$ cat src/rtl/count_run_seq.sv
// Serial run-length checker: frames WIDTH bits per word and reports whether the
// target-polarity bits form one contiguous run, holding the result under a ready/ack handshake.
module count_run_seq #(
    parameter int WIDTH = 8,
    parameter int CNT_W = 4
) (
    input  logic             clk,
    input  logic             reset,
    input  logic             data,
    input  logic             read,
    input  logic             mode,
    input  logic             ack,
    output logic [CNT_W-1:0] count,
    output logic             is_legal,
    output logic             data_ready,
    output logic             overrun
);
    localparam int IDX_W = (WIDTH > 2) ? $clog2(WIDTH) : 1;

    typedef enum logic [1:0] {LEAD, RUN, TRAIL, BAD} state_t;

    state_t             state_q, state_d, scan_nxt;
    logic [IDX_W-1:0]   idx_q, idx_d;
    logic               pol_q, pol_d;
    logic [CNT_W-1:0]   run_q, run_d, run_nxt;
    logic [CNT_W-1:0]   count_q, count_d;
    logic               legal_q, legal_d;
    logic               ready_q, ready_d;
    logic               ovr_q, ovr_d;

    logic               first_bit, last_bit, eff_pol, tgt;

    assign first_bit = (idx_q == '0);
    assign last_bit  = read && (idx_q == IDX_W'(WIDTH - 1));
    // The first bit is classified against mode directly, not the stale polarity.
    assign eff_pol   = first_bit ? mode : pol_q;
    assign tgt       = (data == eff_pol);

    always_ff @(posedge clk) begin
        if (reset) begin
            state_q <= LEAD;
            idx_q   <= '0;
            pol_q   <= 1'b0;
            run_q   <= '0;
            count_q <= '0;
            legal_q <= 1'b1;
            ready_q <= 1'b0;
            ovr_q   <= 1'b0;
        end else begin
            state_q <= state_d;
            idx_q   <= idx_d;
            pol_q   <= pol_d;
            run_q   <= run_d;
            count_q <= count_d;
            legal_q <= legal_d;
            ready_q <= ready_d;
            ovr_q   <= ovr_d;
        end
    end

    always_comb begin
        scan_nxt = state_q;
        run_nxt  = run_q;
        case (state_q)
            LEAD: if (tgt) begin
                scan_nxt = RUN;
                run_nxt  = run_q + 1'b1;
            end
            RUN: begin
                if (tgt) run_nxt  = run_q + 1'b1;
                else     scan_nxt = TRAIL;
            end
            TRAIL: if (tgt) scan_nxt = BAD;
            default: scan_nxt = BAD;
        endcase
        state_d = state_q;
        if (read) state_d = last_bit ? LEAD : scan_nxt;
    end

    always_comb begin
        idx_d   = idx_q;
        pol_d   = pol_q;
        run_d   = run_q;
        count_d = count_q;
        legal_d = legal_q;
        ready_d = ready_q;
        ovr_d   = ovr_q;
        if (read) begin
            if (first_bit) pol_d = mode;
            if (last_bit) begin
                idx_d = '0;
                run_d = '0;
            end else begin
                idx_d = idx_q + 1'b1;
                run_d = run_nxt;
            end
        end
        if (ack) ready_d = 1'b0;
        if (last_bit) begin
            legal_d = (scan_nxt != BAD);
            count_d = (scan_nxt != BAD) ? run_nxt : '0;
            ready_d = 1'b1;
            // A same-edge ack consumes the old result, so only an unacked one overruns.
            if (ready_q && !ack) ovr_d = 1'b1;
        end
    end

    assign count      = count_q;
    assign is_legal   = legal_q;
    assign data_ready = ready_q;
    assign overrun    = ovr_q;
endmodule
$ cat config.mk
export PLATFORM = sky130hd
export DESIGN_NAME = count_run_seq
export DESIGN_NICKNAME = d
export VERILOG_FILES = /design/src/rtl/count_run_seq.sv
export SDC_FILE = /design/constraint.sdc
export NUM_CORES = 1
export LEC_CHECK = 0
export BUFFER_PORTS_ARGS = -buffer_cell sky130_fd_sc_hd__buf_2
export CORE_ASPECT_RATIO = 0.9
export CORE_MARGIN = 4
export CORE_UTILIZATION = 56
export CTS_BUF_LIST = sky130_fd_sc_hd__clkbuf_4
export CTS_CLUSTER_DIAMETER = 100
export DETAILED_ROUTE_END_ITERATION = 8
export PLACE_DENSITY = 0.84
export SYNTH_ARGS = -nofsm -noshare
export SYNTH_HDL_FRONTEND = slang
export SYNTH_SLANG_ARGS = --single-unit
$ cat constraint.sdc
create_clock -name clk -period 4.7 [get_ports clk]
set_input_delay 0.94 -clock clk [delete_from_list [all_inputs] [get_ports clk]]
set_output_delay 0.94 -clock clk [all_outputs]
set_load 0.1 [all_outputs]
Word level (Yosys, flattened, before mapping):

Cells that the tools add are included.

* register bits after elaboration: 17
* output and inout bits: 7
* logic and storage cells: 36

* add/sub/neg operators: 2
* equal/unequal tests: 5
* multiplexer cells: 13
* reductions and logical operators: 8

Operators by type and width (count)
* two-way mux 4 bit: 4
* two-way mux 2 bit: 4
* one-hot mux 2 bit (3 select lines): 1
* adder 4 x 1 -> 4 bit (second input constant): 1
* adder 3 x 1 -> 3 bit (second input constant): 1
* equality test 3 bit (second input constant): 1
* logical NOT 3 bit: 1
* two-way mux 1 bit: 3
* two-way mux 3 bit: 1
* equality test 2 x 1 -> 1 bit (second input constant): 1
* equality test 2 bit (second input constant): 1
* logical AND 1 bit: 2
* logical NOT 2 bit: 1
* inequality test 2 bit (second input constant): 1
* AND reduction 2 bit: 1
* nonzero test 2 bit: 1
* OR reduction 2 bit: 1
* equality test 1 bit: 1
* logical NOT 1 bit: 1

Depth between registers and ports, before layout:

Gate-level depths: netlist (run 1).

* word-level depth: 7
* gate-level depth with buffers: 8
* mapped depth without buffers: 7

Worst setup path before layout (run 1):

No wires, ideal clock.

* path kind: input port to flip-flop
* start: input port mode
* end: register count_q[1], in the netlist count[1]
* library setup time: 0.119 ns
* arrival: 1.913 ns
* data required time: 4.581 ns
* slack: 2.668 ns
* cell stages on the path: 5
* path through: nor2b_1 > o21ai_4 > nand3_2 > mux2_1 > a32o_1

* word-level cells in the longest chain between the ends: 6
* elaborated cells between the ends (all ways): 10

RTL lines
* start: declaration: RTL line 11 `input logic mode,`
* two-way mux 1 bit *
* equality test 1 bit *: RTL line 37 `assign tgt = (data == eff_pol);`
* two-way mux 2 bit, on equally long branches: RTL line 73, 65, 70
* one-hot mux 2 bit (3 select lines): RTL line 64 `case (state_q)`
* inequality test 2 bit: RTL line 101 `count_d = (scan_nxt != BAD) ? run_nxt : '0;`
* two-way mux 4 bit *: RTL line 101
* end signal: assignment: RTL line 54 `count_q <= count_d;`
* end: declaration: RTL line 26 `logic [CNT_W-1:0] count_q, count_d;`

Mark *: on every way between the ends. The rest lies on a longest branch, timed or not.
A chain may end at the register's enable or synchronous reset.

Worst setup path after layout (run 1):

* start: register count_q[1], in the netlist count[1]
* end: output port count[1]

RTL lines
* end: declaration: RTL line 13 `output logic [CNT_W-1:0] count,`

No word-level cell between the ends.

==> impl_metrics.py, run 1 <==
metrics = {
    "min_path": {
        "min_from": "count[2]",
        "min_path_type": "reg -> reg",
    },
    "routing": {
        "first_pass_iters": 4,
        "drt-initial-drc-count": 64,
        "drc": 0,
        "vias": 816,
        "drt_wl_total_um": 1910,
        "viasPerCell": 6.33,
        "ant_nets": 0,
        "routedWlPerCell_um": 14.8,
    },
    "placed_design": {
        "io_buffers": 12,
        "place_congestion": 0.876,
        "dp_hpwl_um": 1380,
    },
    "grt": {
        "grt_max_degree": 18,
        "grt_pass1_wl_um": 3300,
        "grt_pass1_vias": 754,
        "grt_overflow_total": 0,
        "antenna_found_initial": 0,
        "grt.total_usage_pct": 19.0,
    },
    "layout": {
        "area_growth_pct": 10.4,
        "finalNetCount": 125,
        "drive_gt1_share_pct": 19.3,
        "n_antenna_cell": 0,
    },
    "timing": {
        "fmax_ghz": 0.494,
        "setup_violations": 0,
        "period_share_pct": 43.1,
        "fin_worst_skew_ns": 0.00898,
        "worst_pin_slew_ns": 0.486,
        "relSlewSlack_pct": 67.8,
        "setup_tns_ns": 0,
        "drv_slew": 0,
        "layout_min_cycle_time_ns": 2.03,
        "rsz0062_at_grt": "false",
        "finalHoldViolations": 0,
    },
    "setup_path": {
        "cp_data_required_time_ns": 3.76,
        "crit_end": "count[1]",
        "crit_chain": "buf_2",
        "rr_worst_depth": 7,
        "worst-path-buf-inv": 1,
        "worstSetupPathType": "reg -> out",
        "startpoint_type": "flop",
        "crit_family": "buffers and inverters",
        "crit_arrival_ns": 1.09,
        "critPathMaxFanout": 2,
        "reg2reg_from": "idx_q[0]",
        "rrSetupSlack_ns": 2.87,
        "critPathLaunch": "count[1]",
        "r2r-end": "count[1]",
        "slowest_delay_ns": 0.43,
        "cp.depth": 1,
        "cp-end-kind": "output pin",
        "slowest_stage": "buf_2",
    },
    "power": {
        "p_total_uw": 282,
        "p_leak_nw": 0.407,
        "peakVddDrop_mv": 0.246,
        "power_density_nw_per_um2": 290,
    },
    "logic_synthesis": {
        "syn_area_um2": 878,
        "async_flop_share_pct": 0,
        "yosysTopAreaCell": "dfxtp_1",
        "yosys.area.top_type_share_pct": 38.7,
        "synth_warnings": 0,
        "synthCells": 102,
        "synth_edf_count": 0,
        "synth.ff_latch_count": 17,
        "syn-num-nets": 112,
        "synth_ff_type": "dfxtp_1",
        "ys_types": 35,
        "synth_area_leaders": "dfxtp_1, ha_1, a21oi_1, nor2_1, a31oi_1",
        "yosysSeqAreaShare_pct": 38.7,
        "postSynthAreaPerCell_um2": 8.61,
    },
    "die": {
        "placementRows": 13,
        "die_area_um2": 2270,
        "io_pins": 13,
        "core_region_area_um2": 1460,
        "start_util_pct": 60.0,
        "fp.dieW_um": 49.7,
        "die_h_um": 45.6,
    },
    "clocking": {
        "cts_tree": "built",
        "numCtsBuffers": 3,
        "insertion_delay_ns": 0.29,
        "clk_path_buf_depth": 2,
        "ctsHtreeMaxLevel": 1,
        "clock-root-buffer": "clkbuf_4",
        "cts_resized": 0,
        "cts_sinks": 17,
        "hold_buffers": 0,
        "path_clk_slew_ns": 0.10,
        "post-cts-setup-buffers": 0,
    },
    "flow_run": {
        "drv_cap": 0,
    },
    "status": {
        "status": "finished, final reports clean",
    },
}
[cells by family (layout without fill, tap and decap cells)]
kind of cell,after synthesis,count (layout),share of synthesized area [%]
XOR/XNOR,1,1,0.997
buffers and inverters,8,20,3.70
flip-flops,17,17,38.7
AO/OA/AOI/OAI,31,31,23.8
AND/OR/NAND/NOR,38,38,23.5
adder cells (fa/ha/maj),4,4,5.70
multiplexers,3,3,3.56
[state kept, by name, summed over array words and instances (netlist names)]
signal      count
count           4
overrun         1
data_ready      1
idx_q           3
state_q         2
is_legal        1
pol_q           1
run_q           4
[per-stage QoR]
step,util (%),worst slack (ns),instance area (um^2),instances,hold slack [ns]
floorplan,-,2.67,878,102,0.478
global placement,64.2,2.52,940,125,0.447
detailed placement,64.2,2.45,940,125,0.467
CTS,66.2,2.67,970,129,0.491
global route,66.2,2.63,970,129,0.508
finish,66.2,2.67,970,129,0.496
[where the power goes]
part,internal (mW),switching (mW)
Sequential,0.149,0.00585
Combinational,0.0171,0.0271
Clock,0.0387,0.0441
Total,0.205,0.0770
[placed cells by master, fill, tap and decap left out, drive strengths merged]
cell type  instances
a32o               2
mux2               1
o211ai             1
nor2b              4
o21a               1
nand4              2
a221oi             1
o21ai              7
and2               3
xnor2              1
nand2              3
a21o               1
a22oi              3
a31oi              4
clkbuf             4
inv                4
ha                 4
or3                3
a21oi              9
dfxtp             17
o21ba              1
nor2               9
nor4               1
buf               12
nand3              3
nand2b             4
mux2i              2
nor3               5
o21bai             1
nand3b             1
[layout make-up]
type / count / area (um^2)
clock buffers: 4 / 30.0
fillers: 120 / 494
inverters: 4 / 15.0
multi-input cells: 77 / 505
flip-flops and latches: 17 / 340
well taps: 15 / 18.8
repair buffers: 12 / 60.1
[synth_stat cells, types with 2 or more instances]
| library cell | number |
|---|---|
| buf_2 | 2 |
| a31oi_1 | 4 |
| a21oi_1 | 9 |
| mux2i_1 | 2 |
| a32o_1 | 2 |
| and2_1 | 3 |
| nor3_1 | 5 |
| clkbuf_1 | 2 |
| nand2b_1 | 4 |
| nand2_1 | 3 |
| dfxtp_1 | 17 |
| nand4_1 | 2 |
| o21ai_0 | 5 |
| nor2_1 | 9 |
| nand3_1 | 2 |
| ha_1 | 4 |
| inv_1 | 3 |
| or3_1 | 3 |
| nor2b_1 | 3 |
| a22oi_1 | 3 |
[worst reg2reg max path: stages, from the launching register on]
cell and delay (ns):
dfxtp_1 0.38, inv_1 0.06, ha_1 0.18, nor2b_2 0.19
a21o_2 0.23, nand3_2 0.11, mux2_1 0.34, a32o_1 0.27
[routing by layer]
layer	share of wire (%)	global-route usage, %	up-vias
met5	0	0	-
met4	1.2	6.08	0
met3	7.7	5.25	4
met2	47	31.4	41
met1	44	24.3	377
li1	-	-	394
[worst min path at each step]
| stage | end | slack (ns) | cells after the start |
|---|---|---|---|
| after floorplan | pol_q | 0.48 | 2 |
| after global placement | count[2] | 0.45 | 1 |
| after detailed placement | count[2] | 0.47 | 1 |
| after CTS | count[2] | 0.49 | 1 |
| after global routing | count[2] | 0.51 | 1 |
| final | count[2] | 0.50 | 1 |
No activity file was read; power rests on OpenSTA's default activity.
==> run 2: changes to the inputs <==
- ABC_AREA: unset -> 1
- CORE_UTILIZATION: 56 -> 52
- PLACE_DENSITY: 0.84 -> 0.82
- clock period: 4.7 -> 1.65 ns (I/O delays scaled with it)
==> impl_metrics.py, run 2 <==
metrics = {
    "logic_synthesis": {
        "synthCells": 119,
        "async_flop_share_pct": 0,
        "synth_warnings": 0,
        "yosys-top-cells-count": "nand2_1, dfxtp_1, inv_1, a21oi_1, nor2_1",
        "syn-num-nets": 129,
        "yosysTopAreaCell": "dfxtp_1",
        "syn_area_um2": 867,
        "ys_types": 22,
        "postSynthAreaPerCell_um2": 7.29,
        "synth_edf_count": 0,
        "yosys.area.top_type_share_pct": 39.2,
        "yosysSeqAreaShare_pct": 39.2,
        "synth_area_leaders": "dfxtp_1, nand2_1, inv_1, ha_1, a21oi_2",
        "synth_most_common_cell": "nand2_1",
        "synth_ff_type": "dfxtp_1",
        "synth.ff_latch_count": 17,
    },
    "min_path": {
        "min_path_type": "in -> reg",
        "min_path_cells": 4,
    },
    "timing": {
        "fmax_ghz": 0.680,
        "relSlewSlack_pct": 67.7,
        "period_share_pct": 89.1,
        "setup_violations": 0,
        "fin_worst_skew_ns": 0.00468,
        "rsz0062_at_grt": "false",
        "setup_tns_ns": 0,
        "finalHoldViolations": 0,
        "layout_min_cycle_time_ns": 1.47,
        "drv_slew": 0,
        "worst_pin_slew_ns": 0.488,
    },
    "status": {
        "status": "finished, final reports clean",
    },
    "setup_path": {
        "critPathMaxFanout": 8,
        "slowest_delay_ns": 0.33,
        "crit_chain": "inv_1, ha_2, nand2_2, nand2_1, nand3_2, nand2_4, nand2_2, inv_2, nand2_1, nand2_1, nand2_1, a21oi_2",
        "startpoint_type": "flop",
        "slowest_stage": "dfxtp_1",
        "rr_worst_depth": 12,
        "crit_arrival_ns": 1.69,
        "path_common_cell": "nand2_1",
        "cp-end-kind": "flop",
        "cp_data_required_time_ns": 1.87,
        "worstSetupPathType": "reg -> reg",
    },
    "placed_design": {
        "postPlaceCellArea_um2": 943,
        "dp_hpwl_um": 1200,
        "place_congestion": 0.831,
        "io_buffers": 12,
    },
    "clocking": {
        "clock-root-buffer": "clkbuf_4",
        "hold_buffers": 0,
        "cts_tree": "built",
        "numCtsBuffers": 3,
        "insertion_delay_ns": 0.28,
        "post-cts-setup-buffers": 0,
        "path_clk_slew_ns": 0.10,
        "ctsHtreeMaxLevel": 1,
        "cts_sinks": 17,
        "clk_path_buf_depth": 2,
        "cts_resized": 0,
    },
    "die": {
        "start_util_pct": 57.3,
        "die_h_um": 46.7,
        "fp.dieW_um": 51.0,
        "io_pins": 13,
        "core_region_area_um2": 1510,
        "placementRows": 13,
        "die_area_um2": 2390,
    },
    "power": {
        "peakVddDrop_mv": 0.843,
        "power_density_nw_per_um2": 802,
        "p_leak_nw": 0.444,
    },
    "layout": {
        "final_cell_mix": "nand2_1, dfxtp_1, inv_1, buf_2",
        "drive_gt1_share_pct": 28.6,
        "n_antenna_cell": 0,
        "finalNetCount": 144,
        "final_common_cell": "nand2_1",
        "area_growth_pct": 13.1,
        "final_area_um2": 981,
    },
    "grt": {
        "grt_pass1_wl_um": 2860,
        "antenna_found_initial": 0,
        "grt_max_degree": 16,
        "grt_pass1_vias": 680,
        "grt_overflow_total": 0,
        "grt.total_usage_pct": 16.2,
    },
    "routing": {
        "drc": 0,
        "first_pass_iters": 4,
        "drt-initial-drc-count": 13,
        "viasPerCell": 4.83,
        "routedWlPerCell_um": 10.2,
        "vias": 748,
        "drt_wl_total_um": 1580,
        "ant_nets": 0,
    },
    "flow_run": {
        "drv_cap": 0,
    },
}
==> run 2: changes by cell type after synthesis, moves of 5 or more <==
cell,delta
nand2_1,+28
a21oi_2,+5
o21ai_0,-5
nor3_1,-5
inv_2,+5
inv_1,+11
==> run 2: report_power, final <==
group / internal (mW) / switching (mW)
Sequential: 0.423 / 0.0122
Clock: 0.110 / 0.124
Combinational: 0.0419 / 0.0750
Total: 0.575 / 0.211
==> run 2: final timing paths <==
kind	start	to	slack [ns]
max	idx_q[0]	count[0]	0.18
min	ack	data_ready	0.30
max reg2reg	idx_q[0]	count[0]	0.18
min reg2reg	is_legal	is_legal	0.48
==> run 2: metrics by stage <==
stage / util (%) / total power [mW] / hold WS (ns) / setup slack (ns) / std cells
after floorplan: - / 0.533 / 0.399 / 0.310 / 119
after global placement: 62.4 / 0.552 / 0.449 / 0.246 / 151
after detailed placement: 62.4 / 0.559 / 0.456 / 0.179 / 151
after CTS: 64.4 / 0.792 / 0.294 / 0.150 / 155
after global routing: 64.8 / 0.833 / 0.341 / 0.00337 / 155
final: 64.8 / 0.786 / 0.298 / 0.180 / 155
==> run 2: cell families (layout without fill, tap and decap cells) <==
| logic type | after synthesis | count (layout) | share of synthesized area, % |
|---|---|---|---|
| flops | 17 | 17 | 39.3 |
| compound gates | 21 | 21 | 16.0 |
| fa+ha+maj | 4 | 4 | 5.77 |
| simple gates | 55 | 55 | 29.0 |
| buf+inv | 22 | 36 | 9.96 |
==> run 2: worst max-delay path: cells and delay by family (launching register included) <==
| family | cells | cell delay [ns] |
|---|---|---|
| flip-flops | 1 | 0.33 |
| AND/OR/NAND/NOR | 8 | 0.61 |
| AO/OA/AOI/OAI | 1 | 0.11 |
| adder cells (fa/ha/maj) | 1 | 0.21 |
| buffers and inverters | 2 | 0.16 |
==> run 2: routing by layer <==
| metal | global-route usage, % | vias to the layer above | share of wire (%) |
|---|---|---|---|
| li1 | - | 408 | - |
| met1 | 20.6 | 328 | 48 |
| met2 | 26.5 | 10 | 48 |
| met3 | 6.03 | 2 | 3.1 |
| met4 | 4.30 | 0 | 0.51 |
| met5 | 0 | - | 0 |
==> run 2: final cells by class <==
cell class	count	area, um^2
clock buffer	4	30.0
timing repair buffer	12	60.1
fill	141	532
inverter	20	75.1
tap	22	27.5
multi-input combinational	80	448
sequential	17	340
==> run 3: changes to the inputs <==
- BUFFER_PORTS_ARGS: -buffer_cell sky130_fd_sc_hd__buf_2 -> unset
- CORE_UTILIZATION: 52 -> 56
- DONT_BUFFER_PORTS: unset -> 1
- PLACE_DENSITY: 0.82 -> 0.79
==> impl_metrics.py, run 3 (same netlist as run 2, synthesis figures left out) <==
metrics = {
    "status": {
        "status": "finished, final reports clean",
    },
    "min_path": {
        "min_path_type": "in -> reg",
    },
    "die": {
        "placementRows": 13,
        "die_area_um2": 2240,
        "start_util_pct": 59.9,
        "die_h_um": 45.3,
        "io_pins": 13,
        "core_region_area_um2": 1450,
        "fp.dieW_um": 49.5,
    },
    "power": {
        "p_leak_nw": 0.427,
        "swShare_pct": 26.1,
        "power.share.sequential_pct": 56.0,
        "p_int_uw": 575,
        "clkPwrFrac_pct": 30.2,
        "switchingPower_uw": 203,
        "power_frac_comb_pct": 13.8,
        "peakVddDrop_mv": 0.549,
        "power_density_nw_per_um2": 798,
    },
    "placed_design": {
        "io_buffers": 0,
        "postPlaceCellArea_um2": 927,
        "place_congestion": 0.838,
        "dp_hpwl_um": 1270,
    },
    "timing": {
        "period_share_pct": 88.2,
        "worst_pin_slew_ns": 0.296,
        "finalHoldViolations": 0,
        "drv_slew": 0,
        "layout_min_cycle_time_ns": 1.46,
        "setup_tns_ns": 0,
        "fin_worst_skew_ns": 0.000907,
        "setup_violations": 0,
        "rsz0062_at_grt": "false",
        "relSlewSlack_pct": 80.3,
        "fmax_ghz": 0.687,
    },
    "layout": {
        "drive_gt1_share_pct": 25.8,
        "finalNetCount": 139,
        "final_common_cell": "nand2_1",
        "n_antenna_cell": 0,
        "area_growth_pct": 12.4,
        "final_cell_mix": "nand2_1, dfxtp_1, inv_1, a21oi_1, nor2_1",
        "final_area_um2": 975,
    },
    "setup_path": {
        "cp_data_required_time_ns": 1.88,
        "crit_arrival_ns": 1.68,
        "slowest_delay_ns": 0.32,
        "cp-end-kind": "flop",
        "crit_chain": "inv_1, ha_4, nand2_2, nand2_2, nand3_2, nand2_4, nand2_2, inv_2, nand2_1, nand2_1, nand2_1, a21oi_2",
        "crit_family": "simple AND/OR/NAND/NOR gates",
        "worst-path-buf-inv": 2,
        "worstSetupPathType": "reg -> reg",
        "slowest_stage": "dfxtp_1",
        "critPathMaxFanout": 8,
        "startpoint_type": "flop",
    },
    "routing": {
        "ant_nets": 0,
        "first_pass_iters": 4,
        "routedWlPerCell_um": 11.6,
        "drt_wl_total_um": 1660,
        "drc": 0,
        "drt-initial-drc-count": 11,
        "viasPerCell": 5.18,
        "vias": 741,
    },
    "clocking": {
        "clock-root-buffer": "clkbuf_4",
        "hold_buffers": 0,
        "numCtsBuffers": 3,
        "path_clk_slew_ns": 0.09,
        "clk_path_buf_depth": 2,
        "ctsHtreeMaxLevel": 1,
        "insertion_delay_ns": 0.28,
        "cts_sinks": 17,
        "cts_tree": "built",
        "post-cts-setup-buffers": 0,
    },
    "grt": {
        "antenna_found_initial": 0,
        "grt_overflow_total": 0,
        "grt_pass1_vias": 732,
        "grt_pass1_wl_um": 2990,
        "grt_max_degree": 16,
        "grt.total_usage_pct": 16.9,
    },
    "flow_run": {
        "drv_cap": 0,
    },
}
## run 3: cell count changes in the layout (fill, tap and decap cells not counted), sizes merged
cell / previous run / this run
buf: 12 / 7
## run 3: cell type report
| type | count | area, um^2 |
|---|---|---|
| fill | 127 | 473 |
| multi-input combinational | 80 | 458 |
| sequential | 17 | 340 |
| inverter | 20 | 75.1 |
| timing repair buffer | 7 | 52.6 |
| clock buffer | 4 | 30.0 |
| tap | 15 | 18.8 |
## run 3: stage by stage
stage          worst slack (ns)  power, mW  cells  hold WS (ns)  utilization, %
3_3_place_gp              0.247      0.539    139         0.395            64.0
6_report                  0.195      0.778    143        0.0943            67.3
4_1_cts                   0.164      0.775    143        0.0865            66.1
3_5_place_dp              0.185      0.544    139         0.397            64.0
2_1_floorplan             0.310      0.533    119         0.399               -
5_1_grt                 0.00423      0.822    143        0.0694            67.3
## run 3: worst reg2reg max path: stages, from the launching register on
cell and delay, ns:
dfxtp_1 0.32, inv_1 0.13, ha_4 0.18, nand2_2 0.07, nand2_2 0.07, nand3_2 0.08, nand2_4 0.12, nand2_2 0.08
inv_2 0.06, nand2_1 0.04, nand2_1 0.07, nand2_1 0.06, a21oi_2 0.12
## run 3: power by group through the flow
stage | combinational, mW | sequential (mW) | clock (mW)
3_3_place_gp | 0.0956 | 0.444 | 0
3_5_place_dp | 0.0995 | 0.445 | 0
2_1_floorplan | 0.0900 | 0.443 | 0
4_1_cts | 0.0999 | 0.435 | 0.240
6_report | 0.108 | 0.435 | 0.235
5_1_grt | 0.125 | 0.438 | 0.259
## run 3: timing repair
item,4_1_cts,5_1_grt
setup endpoints to repair,0,3
hold endpoints to repair,0,0
resized for setup,0,3
## run 3: path summary, 6_finish.rpt
check	to	slack [ns]	start	depth (start not counted)
max	run_q[0]	0.19	idx_q[0]	12
min	count[1]	0.09	reset	1
max reg2reg	run_q[0]	0.19	idx_q[0]	12
min reg2reg	overrun	0.49	overrun	2
## run 3: routing by layer
| metal | vias to the layer above | track usage, % | routed length, um |
|---|---|---|---|
| met5 | - | 0 | 0 |
| met1 | 335 | 20.2 | 766 |
| met4 | 0 | 3.31 | 0 |
| met2 | 11 | 29.9 | 818 |
| met3 | 0 | 5.94 | 72 |
| li1 | 395 | - | - |
